**config.mk**
```make
export PLATFORM = sky130hd
export DESIGN_NAME = tomasulo_rob_ctrl
export DESIGN_NICKNAME = d
export VERILOG_FILES = /design/src/rtl/tomasulo_pkg.sv /design/src/rtl/tomasulo_rob_ptr.sv /design/src/rtl/tomasulo_rob_ctrl.sv
export SDC_FILE = /design/constraint.sdc
export NUM_CORES = 1
export LEC_CHECK = 0
export ABC_AREA = 0
export CAP_MARGIN = 20
export CORE_UTILIZATION = 46
export CTS_BUF_LIST = sky130_fd_sc_hd__clkbuf_8
export DETAILED_ROUTE_END_ITERATION = 12
export HOLD_SLACK_MARGIN = 0.05
export PLACE_DENSITY_LB_ADDON = 0.2
export SLEW_MARGIN = 15
export SYNTH_ARGS = -nofsm -noshare
export SYNTH_HDL_FRONTEND = slang
export SYNTH_HIERARCHICAL = 1
export SYNTH_SLANG_ARGS = --single-unit
export TNS_END_PERCENT = 5
```
**constraint.sdc**
```tcl
create_clock -name clk1 -period 8.7 [get_ports clk1]
set_input_delay 1.74 -clock clk1 [delete_from_list [all_inputs] [get_ports clk1]]
set_output_delay 1.74 -clock clk1 [all_outputs]
set_load 0.005 [all_outputs]
```
**src/rtl/tomasulo_pkg.sv**
```systemverilog
// Shared Tomasulo core definitions: ROB geometry, entry layout and
// functional-unit counts used by the ROB and reservation-station logic.
package tomasulo_pkg;

    localparam int ROB_DEPTH = 8;
    localparam int TAG_W     = $clog2(ROB_DEPTH);
    localparam int CNT_W     = TAG_W + 1;
    localparam int REG_W     = 4;
    localparam int DATA_W    = 16;

    localparam int NUM_ADD_RS = 3;
    localparam int NUM_MUL_RS = 2;
    localparam int NUM_BCH_RS = 1;

    typedef struct packed {
        logic              busy;
        logic              done;
        logic              is_bch;
        logic              mispred;
        logic [REG_W-1:0]  dest;
        logic [DATA_W-1:0] value;
    } rob_entry_t;

endpackage

```
**src/rtl/tomasulo_rob_ptr.sv**
```systemverilog
// ROB head/tail pointers with natural wrap and the occupancy counter.
module tomasulo_rob_ptr
    import tomasulo_pkg::*;
(
    input  logic             clk1,
    input  logic             rst,
    input  logic             inc_head,
    input  logic             inc_tail,
    input  logic             clear,
    output logic [TAG_W-1:0] head_p,
    output logic [TAG_W-1:0] tail_p,
    output logic [CNT_W-1:0] count,
    output logic             full,
    output logic             empty
);

    logic [TAG_W-1:0] head_q, head_d;
    logic [TAG_W-1:0] tail_q, tail_d;
    logic [CNT_W-1:0] count_q, count_d;

    always_comb begin
        head_d  = head_q;
        tail_d  = tail_q;
        count_d = count_q;
        if (clear) begin
            head_d  = '0;
            tail_d  = '0;
            count_d = '0;
        end else begin
            if (inc_head) head_d = head_q + TAG_W'(1);
            if (inc_tail) tail_d = tail_q + TAG_W'(1);
            case ({inc_tail, inc_head})
                2'b10:   count_d = count_q + CNT_W'(1);
                2'b01:   count_d = count_q - CNT_W'(1);
                default: count_d = count_q;
            endcase
        end
    end

    always_ff @(posedge clk1 or posedge rst) begin
        if (rst) begin
            head_q  <= '0;
            tail_q  <= '0;
            count_q <= '0;
        end else begin
            head_q  <= head_d;
            tail_q  <= tail_d;
            count_q <= count_d;
        end
    end

    assign head_p = head_q;
    assign tail_p = tail_q;
    assign count  = count_q;
    assign full   = (count_q == CNT_W'(ROB_DEPTH));
    assign empty  = (count_q == '0);

endmodule

```
**src/rtl/tomasulo_rob_ctrl.sv**
```systemverilog
// Reorder-buffer controller: tag allocation, CDB capture, in-order commit
// and whole-buffer flush when a mispredicted branch retires.
module tomasulo_rob_ctrl
    import tomasulo_pkg::*;
(
    input  logic              clk1,
    input  logic              rst,
    input  logic              alloc_valid,
    output logic              alloc_ready,
    input  logic [REG_W-1:0]  alloc_dest,
    input  logic              alloc_is_bch,
    output logic [TAG_W-1:0]  alloc_tag,
    input  logic              cdb_valid,
    input  logic [TAG_W-1:0]  cdb_tag,
    input  logic [DATA_W-1:0] cdb_data,
    input  logic              cdb_mispred,
    output logic              commit_valid,
    output logic              commit_we,
    output logic [REG_W-1:0]  commit_dest,
    output logic [DATA_W-1:0] commit_data,
    output logic              flush,
    output logic [CNT_W-1:0]  count,
    output logic              full,
    output logic              empty
);

    rob_entry_t rob_q [ROB_DEPTH];
    rob_entry_t rob_d [ROB_DEPTH];
    rob_entry_t head_e;
    rob_entry_t cdb_e;

    logic [TAG_W-1:0] head_p;
    logic [TAG_W-1:0] tail_p;
    logic alloc_fire, cdb_fire, commit_fire, flush_fire;

    logic              commit_valid_q, commit_valid_d;
    logic              commit_we_q, commit_we_d;
    logic [REG_W-1:0]  commit_dest_q, commit_dest_d;
    logic [DATA_W-1:0] commit_data_q, commit_data_d;
    logic              flush_q, flush_d;

    tomasulo_rob_ptr u_ptr (
        .clk1     (clk1),
        .rst      (rst),
        .inc_head (commit_fire),
        .inc_tail (alloc_fire),
        .clear    (flush_fire),
        .head_p   (head_p),
        .tail_p   (tail_p),
        .count    (count),
        .full     (full),
        .empty    (empty)
    );

    assign head_e      = rob_q[head_p];
    assign cdb_e       = rob_q[cdb_tag];
    assign alloc_ready = !full && !flush_q;
    assign alloc_tag   = tail_p;
    assign alloc_fire  = alloc_valid && alloc_ready;
    assign cdb_fire    = cdb_valid && !flush_q && cdb_e.busy && !cdb_e.done;
    assign commit_fire = head_e.busy && head_e.done && !flush_q;
    assign flush_fire  = commit_fire && head_e.mispred;

    // Flush is applied last so it also discards a same-cycle allocation.
    always_comb begin
        rob_d = rob_q;
        if (commit_fire) rob_d[head_p].busy = 1'b0;
        if (alloc_fire) begin
            rob_d[tail_p].busy    = 1'b1;
            rob_d[tail_p].done    = 1'b0;
            rob_d[tail_p].mispred = 1'b0;
            rob_d[tail_p].is_bch  = alloc_is_bch;
            rob_d[tail_p].dest    = alloc_dest;
        end
        if (cdb_fire) begin
            rob_d[cdb_tag].done    = 1'b1;
            rob_d[cdb_tag].value   = cdb_data;
            rob_d[cdb_tag].mispred = cdb_mispred && cdb_e.is_bch;
        end
        if (flush_fire) begin
            for (int i = 0; i < ROB_DEPTH; i++) begin
                rob_d[i].busy    = 1'b0;
                rob_d[i].done    = 1'b0;
                rob_d[i].mispred = 1'b0;
            end
        end
    end

    always_comb begin
        commit_valid_d = commit_fire;
        commit_we_d    = commit_fire && !head_e.is_bch;
        commit_dest_d  = commit_fire ? head_e.dest : commit_dest_q;
        commit_data_d  = commit_fire ? head_e.value : commit_data_q;
        flush_d        = flush_fire;
    end

    always_ff @(posedge clk1 or posedge rst) begin
        if (rst) begin
            for (int i = 0; i < ROB_DEPTH; i++) rob_q[i] <= '0;
            commit_valid_q <= 1'b0;
            commit_we_q    <= 1'b0;
            commit_dest_q  <= '0;
            commit_data_q  <= '0;
            flush_q        <= 1'b0;
        end else begin
            rob_q          <= rob_d;
            commit_valid_q <= commit_valid_d;
            commit_we_q    <= commit_we_d;
            commit_dest_q  <= commit_dest_d;
            commit_data_q  <= commit_data_d;
            flush_q        <= flush_d;
        end
    end

    assign commit_valid = commit_valid_q;
    assign commit_we    = commit_we_q;
    assign commit_dest  = commit_dest_q;
    assign commit_data  = commit_data_q;
    assign flush        = flush_q;

endmodule

```
# Word-level counts from Yosys, hierarchy flattened
# Cells that the tools add are included.
totals:
  latchBits: 0
  memories: 0
  regBits: 225
  word_cells: 151
  rom_bits: 0
  ramBits: 0
  out_inout_bits: 33
op_classes:
  mul: 0
  muxes: 58
  eq_ne: 3
  order_cmp: 6
  bitwise: 3
  shift: 0
  addsub: 4
  div_mod_pow: 0
  n_reduce_logical: 21
op_table:
  columns: ["op", "count"]
  rows:
  - ["192-bit bitwise mux", 9]
  - ["24-bit demux with 3-bit select", 9]
  - ["192-bit two-way mux", 3]
  - ["24-bit binary-select mux with 3-bit select", 2]
  - ["24-bit two-way mux", 6]
  - ["23-bit two-way mux", 2]
  - ["21-bit two-way mux", 2]
  - ["22-bit two-way mux", 1]
  - ["20-bit two-way mux", 1]
  - ["16-bit two-way mux", 1]
  - ["2-bit two-way mux", 8]
  - ["1-bit logical AND", 13]
  - ["4-bit >= comparator (second input constant)", 3]
  - ["4-bit by 1-bit < comparator with 1-bit output (second input constant)", 3]
  - ["3-bit two-way mux", 4]
  - ["3-bit NOT with 4-bit output", 3]
  - ["1-bit two-way mux", 8]
  - ["4-bit case mux with 2 select lines", 1]
  - ["3-bit by 1-bit adder with 3-bit output (second input constant)", 2]
  - ["4-bit by 1-bit adder with 4-bit output (second input constant)", 1]
  - ["4-bit == test (second input constant)", 1]
  - ["1-bit logical NOT", 4]
  - ["4-bit logical NOT", 1]
  - ["4-bit two-way mux", 1]
  - ["other kinds (5)", 6]

# Longest topological paths before layout
# Gate-level depths: netlist of the first run.
depth:
  depth_word: 18
  depth_mapped: 14

# Modules after synthesis
# The synthesis of the first run kept the hierarchy.
modules_own_cells:
  columns: ["module", "area_per_inst_um2", "instances", "cells_per_inst"]
  rows:
  - ["tomasulo_rob_ctrl", 9979.6, 1, 769]
  - ["tomasulo_rob_ptr", 603.1, 1, 60]

# Worst setup path after synthesis of the first run
# No wires, ideal clock.
synth_path:
  path_kind: "input-to-reg"
  start: "input cdb_tag[0]"
  end: "register rob_q[120] (netlist bit)"
  setup_time_ps: 125
  t_required_ps: 8575
  setup_slack_ps: 5373
  path_stages: 7
  n_path_buf: 3
  arrival_ps: 3202
  path_cell_list: "buf_4 nor2b_4 a211oi_2 nor4b_2 buf_4 buf_6 mux2_2"
synth_between:
  elab_chain_len: 8
  elab_cells_between_ends: 18
synth_lines:
  columns: ["element", "line", "text"]
  rows:
  - ["from (decl)", "tomasulo_rob_ctrl.sv:14", "input logic [TAG_W-1:0] cdb_tag,"]
  - ["3-bit NOT with 4-bit output (not written as such) (*)", null, null]
  - ["4-bit >= comparator (not written as such) / 4-bit by 1-bit < comparator with 1-bit output (equally long branches)", "tomasulo_rob_ctrl.sv:77", "rob_d[cdb_tag].value = cdb_data;"]
  - ["1-bit logical AND (not written as such)", "tomasulo_rob_ctrl.sv:77", null]
  - ["16-bit two-way mux (not written as such)", "tomasulo_rob_ctrl.sv:77", null]
  - ["24-bit demux with 3-bit select", "tomasulo_rob_ctrl.sv:77", null]
  - ["192-bit bitwise mux", "tomasulo_rob_ctrl.sv:77", null]
  - ["192-bit bitwise mux", "tomasulo_rob_ctrl.sv:78", "rob_d[cdb_tag].mispred = cdb_mispred && cdb_e.is_bch;"]
  - ["192-bit two-way mux (*)", "tomasulo_rob_ctrl.sv:75", "if (cdb_fire) begin"]
  - ["to (signal assigned)", "tomasulo_rob_ctrl.sv:106", "rob_q <= rob_d;"]
  - ["to (decl)", "tomasulo_rob_ctrl.sv:27", "rob_entry_t rob_q [ROB_DEPTH];"]
# Mark *: on every way between the ends. The rest lies on a longest branch, timed or not. The select of a mux whose other input is x is not followed.
# A chain may end at the register's enable or synchronous reset.

# Final worst setup path of the first run
layout_path:
  start: "register u_ptr.head_q[2] (netlist: u_ptr/head_p[2])"
  end: "register u_ptr.count_q[3] (netlist: u_ptr/count[3])"
layout_between:
  elab_chain_len: 9
  elab_cells_between_ends: 12
layout_lines:
  columns: ["element", "line", "text"]
  rows:
  - ["from (decl)", "tomasulo_rob_ptr.sv:17", "logic [TAG_W-1:0] head_q, head_d;"]
  - ["from (signal assigned)", "tomasulo_rob_ptr.sv:42", "head_q <= '0;"]
  - ["from (signal assigned)", "tomasulo_rob_ptr.sv:46", "head_q <= head_d;"]
  - ["3-bit NOT with 4-bit output (not written as such) (*)", "tomasulo_rob_ctrl.sv:55", "assign head_e = rob_q[head_p];"]
  - ["24-bit binary-select mux with 3-bit select (*)", "tomasulo_rob_ctrl.sv:55", null]
  - ["24-bit two-way mux (not written as such) (*) (2 in a row)", "tomasulo_rob_ctrl.sv:55", null]
  - ["1-bit logical AND (*) (2 in a row)", "tomasulo_rob_ctrl.sv:61", "assign commit_fire = head_e.busy && head_e.done && !flush_q;"]
  - ["net commit_fire", "tomasulo_rob_ctrl.sv:34", "logic alloc_fire, cdb_fire, commit_fire, flush_fire;"]
  - ["2-bit by 1-bit == test with 1-bit output / 2-bit == test (equally long branches)", "tomasulo_rob_ptr.sv:32", "case ({inc_tail, inc_head})"]
  - ["4-bit case mux with 2 select lines", "tomasulo_rob_ptr.sv:32", null]
  - ["4-bit two-way mux", "tomasulo_rob_ptr.sv:25", "if (clear) begin"]
  - ["to (signal assigned)", "tomasulo_rob_ptr.sv:48", "count_q <= count_d;"]
  - ["to (decl)", "tomasulo_rob_ptr.sv:19", "logic [CNT_W-1:0] count_q, count_d;"]
# Mark *: on every way through the listed nets, which the timed path passes. The rest lies on a longest branch. The select of a mux whose other input is x is not followed.

==> run metrics, run 1 <==
post_cts resized=0; ANT nets after route=0; average wire per standard cell=21.4 µm; CP most frequent cell=nor2_1; asr flop ratio synth=between 90% and 100%; Comb power frac=38.6%; max-slew violations=0; Worst Setup End Kind=flop; root buffer cell=clkbuf_8; H-tree depth=2; Leak=5.34 nW; Tmin final=4480 ps; CTS tree=done; layout cells sized above 1=31.2%; peak supply drop=115 µV; initial antenna violation count=0; WP depth=11; CP Max Fanout=37; Final Hold Viols=0; number of placed I/O pins=62; vias in the first global route=7158; Final #Nets=slightly above 900; pwr/cell area=379 nW/µm²; Post-DP Area=11400 µm²; worst hold stages=2; Die Span X=154 µm; commonest non-fill, non-tap cell in the layout=dfrtp_1; slowest CP cell=dfrtp_2; max incr delay on CP=810 ps; CTS max path bufs=3; Switch Pwr=1.61 mW; CTS buffer count=40; Detailed Route Iter0 Violations=between 500 and 600; Cells after Synth=829; Sw Share=about a third; Max-slew headroom=25.6%; Synth Warn #=6; post-synthesis average cell area=12.8 µm²; setup TNS=0 ps; cts hold-fix bufs=0; Clock Skew=14.6 ps; initial core utilization=46.9%; predominant post-synthesis flop cell=dfrtp_1; CP required=9170 ps; Worst Hold Class=reg -> reg; drt pass-1 iters=9; die height=154 µm; clk_lat worst skew=around 540 ps; global placer's final weighted congestion=0.854; CTS sink cnt=between 200 and 250; commonest non-fill, non-tap cells in the layout=222 x dfrtp_1, 165 x mux2_2, 103 x nand2_1; Core Area=22600 µm²; Final setup viols=0; Post-synth EDFFs=0; grt total ovfl=0; pin count of the biggest net entering global routing=around 140; WS Path Type=reg -> reg; Routed WL=26.0 mm; register area share after synthesis=53.2%; setup slack after layout=4220 ps; DRC errors left=2; FF-to-FF path depth=11; Cell Area, Synth=10600 µm²; Rows=55; gr usage total=a little under a quarter; clock share of power=21.4%; first-pass GRT wire length=41.4 mm; unrepaired setup endpoints after global routing=false; register share of total power=40.1%; library cells used by synthesis=~70; clock slew at reported path FFs=60 ps; Int Pwr=3.03 mW; die area=around 24000 µm²; Max Clk Rate=223 MHz; DP Worst Slack=4120 ps; total number of vias=between 6000 and 7000; n_diodes=0; crit share post-route=between 50% and 60%; crit-path cells=buf_4, nor2_1, a22oi_2, nand4_4, inv_4, inv_1, nor2_1, ha_1, a31o_1, a2111oi_2, nand4b_1; syn nets=862; via density per instance=5.78; port bufs=61; Final HPWL DP=15.4 mm; status=complete, but fails checks; #FFs+latches synth=about 230; Tightest Pin Transition=approximately 1100 ps; Critical Path Start Type=flop; Worst Path Buf+Inv=3; Max Cap Viol=0; number of setup buffers added after CTS=0; crit path DAT=roughly 5000 ps; Final Cell Area=between 10000 and 15000 µm²; delay-heaviest family, CP=simple AND/OR/NAND/NOR gates; failing checks=DRC; synth-to-layout area growth=15.7%
[synthesized netlist by cell type (all sizes together), types with 3 or more instances]
cell	count	area [µm²]
o21ai	29	145
nor4	3	33.8
mux2	169	1920
nand4	5	52.6
nor2	34	128
inv	11	43.8
ha	4	50.1
clkbuf	7	26.3
a221oi	11	96.3
and2	4	25.0
nor2b	7	58.8
mux2i	29	290
buf	40	274
mux4	23	518
nand2	103	387
nand2b	9	56.3
nand3	13	70.1
nand3b	7	52.6
a21oi	33	176
o22ai	3	18.8
dfrtp	225	5630
o2bb2ai	3	26.3
xor2	6	60.1
nor3	10	66.3
a22oi	8	65.1
[routing by layer]
layer  track usage [%]  wire [µm]  part of all wire (%)
met1              33.7      12200                    47
met2              34.7      11700                    45
met3              4.09       1480                   5.7
met4              6.71        522                   2.0
met5                 0          0                     0
[power by group through the flow]
stage,Combinational (mW),Sequential (mW),Clock [mW]
detailed placement,1.79,1.87,0
floorplan,1.38,1.76,0
CTS,1.80,1.85,1.02
global route,1.95,1.92,1.07
finish,1.79,1.86,0.993
global placement,1.75,1.85,0
[worst min-delay path: cells and delay by family, from the launching register on]
family | cells | cell delay (ps)
flops | 1 | 340
simple gates | 2 | 110
[kinds of logic after synthesis]
group,synth area share (%)
flops,53.2
mux,25.8
simple gates,9.64
compound gates,6.94
buf+inv,3.25
xor+xnor,0.733
fa+ha+maj,0.473
[layout make-up]
class	count	area, µm²
Clock buffer	55	757
Clock inverter	13	60.1
Fill cell	1916	10300
Inverter	11	51.3
Multi-Input combinational cell	546	4620
Sequential cell	225	5630
Tap cell	285	357
Timing Repair Buffer	75	759
[worst paths after layout]
check,startpoint,to,slack [ps]
worst min-delay path,rob_q[16],rob_q[16],480
max in group asynchronous,rst,rob_q[98],5310
worst max-delay path,u_ptr/head_p[2],u_ptr/count[3],4220
min in group asynchronous,rst,rob_q[87],1580
worst min register to register,rob_q[16],rob_q[16],480
worst max register to register,u_ptr/head_p[2],u_ptr/count[3],4220
[state kept, by name, summed over array words and instances, names as in the netlist]
signal and count:
u_ptr/tail_p 3, commit_data 16, commit_dest 4, u_ptr/count 4
rob_q 192, commit_valid 1, commit_we 1, flush 1
u_ptr/head_p 3
[through the flow]
stage	hold WS (ps)	std cells	utilization, %	power, mW
4_1_cts	476	1208	54.0	4.66
3_5_place_dp	462	1140	50.4	3.65
2_1_floorplan	440	829	-	3.13
6_report	476	1210	54.2	4.64
5_1_grt	498	1210	54.2	4.94
3_3_place_gp	456	1139	50.3	3.61
No activity file was read; power rests on OpenSTA's default activity.
==> run 2: changes to the inputs <==
==> constraint.sdc (replaced) <==
create_clock -name clk1 -period 4.5 [get_ports clk1]
set_input_delay 0.9 -clock clk1 [delete_from_list [all_inputs] [get_ports clk1]]
set_output_delay 0.9 -clock clk1 [all_outputs]
set_load 0.005 [all_outputs]
==> run metrics, run 2 (same netlist as run 1, synthesis figures left out) <==
Final Hold Viols=0 (unchanged); R2R setup slack=1300 ps (-2920 ps); Final HPWL DP=15.2 mm (-0.81%); cts hold-fix bufs=0 (unchanged); number of placed I/O pins=62 (unchanged); Die Span X=154 µm (unchanged); first-pass GRT wire length=40.5 mm (-2.3%); number of setup buffers added after CTS=0 (unchanged); layout cells sized above 1=30.8% (-0.49 points); Cell Count Post-Placement=1148 (+0.70%); Worst Path Buf+Inv=1 (-2); vias in the first global route=7007 (-2.1%); die area=23600 µm² (unchanged); delay-heaviest family, CP=simple AND/OR/NAND/NOR gates; CTS max path bufs=3 (unchanged); Hold WS=477 ps (+1.60 ps); max incr delay on CP=650 ps (-160 ps); Largest register FFs=192 (unchanged); Routed WL=25.3 mm (-2.4%); Rows=55 (unchanged); CTS sink cnt=225 (unchanged); synth-to-layout area growth=15.2%; max-slew violations=0 (unchanged); slowest CP cell=nor4_1; grt total ovfl=0 (unchanged); Hold Startpoint=rob_q[162]; die height=154 µm (unchanged); Tightest Pin Transition=875 ps (-240 ps); gr usage total=22.3% (-0.60 points); crit share post-route=roughly 72%; global placer's final weighted congestion=0.825 (-3.4%); clk_lat worst skew=530 ps (about the same); Tmin final=3220 ps; CP required=3600 ps (-5570 ps); crit-path cells=nor4_1, nor2_1, clkdlybuf4s50_1; post_cts resized=0 (unchanged); drt pass-1 iters=5 (-4); Final setup viols=0 (unchanged); root buffer cell=clkbuf_8; worst hold stages=2 (unchanged); commonest non-fill, non-tap cell in the layout=dfrtp_1; commonest non-fill, non-tap cells in the layout=222 x dfrtp_1, 165 x mux2_2, 103 x nand2_1; pwr/cell area=725 nW/µm² (+91%); port bufs=61 (unchanged); unrepaired setup endpoints after global routing=false; met3 usage=3.80% (-0.28 points); initial core utilization=46.9% (unchanged); Clock Skew=23.1 ps (+8.51 ps); Max Clk Rate=310 MHz; via density per instance=5.73 (-0.97%); ANT nets after route=0 (unchanged); total number of vias=6960 (-0.56%); FF-to-FF path depth=10 (-1); WS Path Type=reg -> out; clock slew at reported path FFs=60 ps (about the same); DRC errors left=0 (-2); Leak=5.34 nW (about the same); Worst Setup End Kind=primary output; r2r startpoint=u_ptr/head_p[1]; average wire per standard cell=20.9 µm (-2.8%); setup slack after layout=1280 ps (-2940 ps); met2 Track Usage GR=34.0% (-0.76 points); Core Area=22600 µm² (unchanged); reg-to-reg critical path endpoint=u_ptr/count[3]; Worst Hold Class=reg -> reg; GRT met1 Usage=32.9% (-0.74 points); H-tree depth=2 (unchanged); Biggest register=rob_q; Max-slew headroom=41.5% (+16 points); Design Power=8.83 mW (+90%); crit path DAT=2320 ps (-2630 ps); Detailed Route Iter0 Violations=487 (-7.1%); DP Worst Slack=1100 ps (-3020 ps); n_diodes=0 (unchanged); Final #Nets=937 (+0.54%); Max Cap Viol=0 (unchanged); status=finished clean; Non-Filler Instances=1215 (+0.41%); CTS buffer count=39 (-2.5%); Final Cell Area=12200 µm² (-0.41%); peak supply drop=364 µV (+220%); pin count of the biggest net entering global routing=120 (-15%); CP Max Fanout=8 (-78%); fin util=54.0% (-0.22 points); initial antenna violation count=0 (unchanged); Hold Path Sink=rob_q[162]; Post-DP Area=11400 µm² (+0.68%); Critical Path Start Type=flop; global routing's busiest layer=met2; setup TNS=0 ps (unchanged); CTS tree=done
[run 2: how the worst max path moves through the flow]
| stage | start | end | slack (ps) | cells after the start |
|---|---|---|---|---|
| after floorplan | rst | commit_data[0] | 800 | 1 |
| after global placement | cdb_tag[0] | rob_q[156] | 1170 | 5 |
| after detailed placement | cdb_tag[0] | rob_q[159] | 1100 | 5 |
| after CTS | u_ptr/count[1] | alloc_ready | 1230 | 3 |
| after global routing | u_ptr/head_p[0] | u_ptr/count[3] | 1100 | 11 |
| final | u_ptr/count[0] | alloc_ready | 1280 | 3 |
[run 2: worst register-to-register path: cells and delay by family, from the launching register on]
family / cells / cell delay (ps)
simple gates: 3 / 340
flops: 1 / 680
compound gates: 2 / 600
mux: 2 / 920
buf+inv: 2 / 220
fa+ha+maj: 1 / 370
[run 2: area by class of cell]
type	count	area, µm²
Clock buffer	46	633
Clock inverter	21	111
Fill cell	1940	10400
Inverter	11	47.5
Multi-Input combinational cell	546	4620
Sequential cell	225	5630
Tap cell	285	357
Timing Repair Buffer	81	786
[run 2: where the power goes]
part | internal (mW) | switching, mW
Combinational | 1.81 | 1.65
Sequential | 2.98 | 0.612
Clock | 0.980 | 0.807
[run 2: layer usage]
metal / routed length (µm) / part of all wire, %
met5: 0 / 0
met1: 12000 / 47
met3: 1280 / 5.1
met4: 416 / 1.6
met2: 11600 / 46
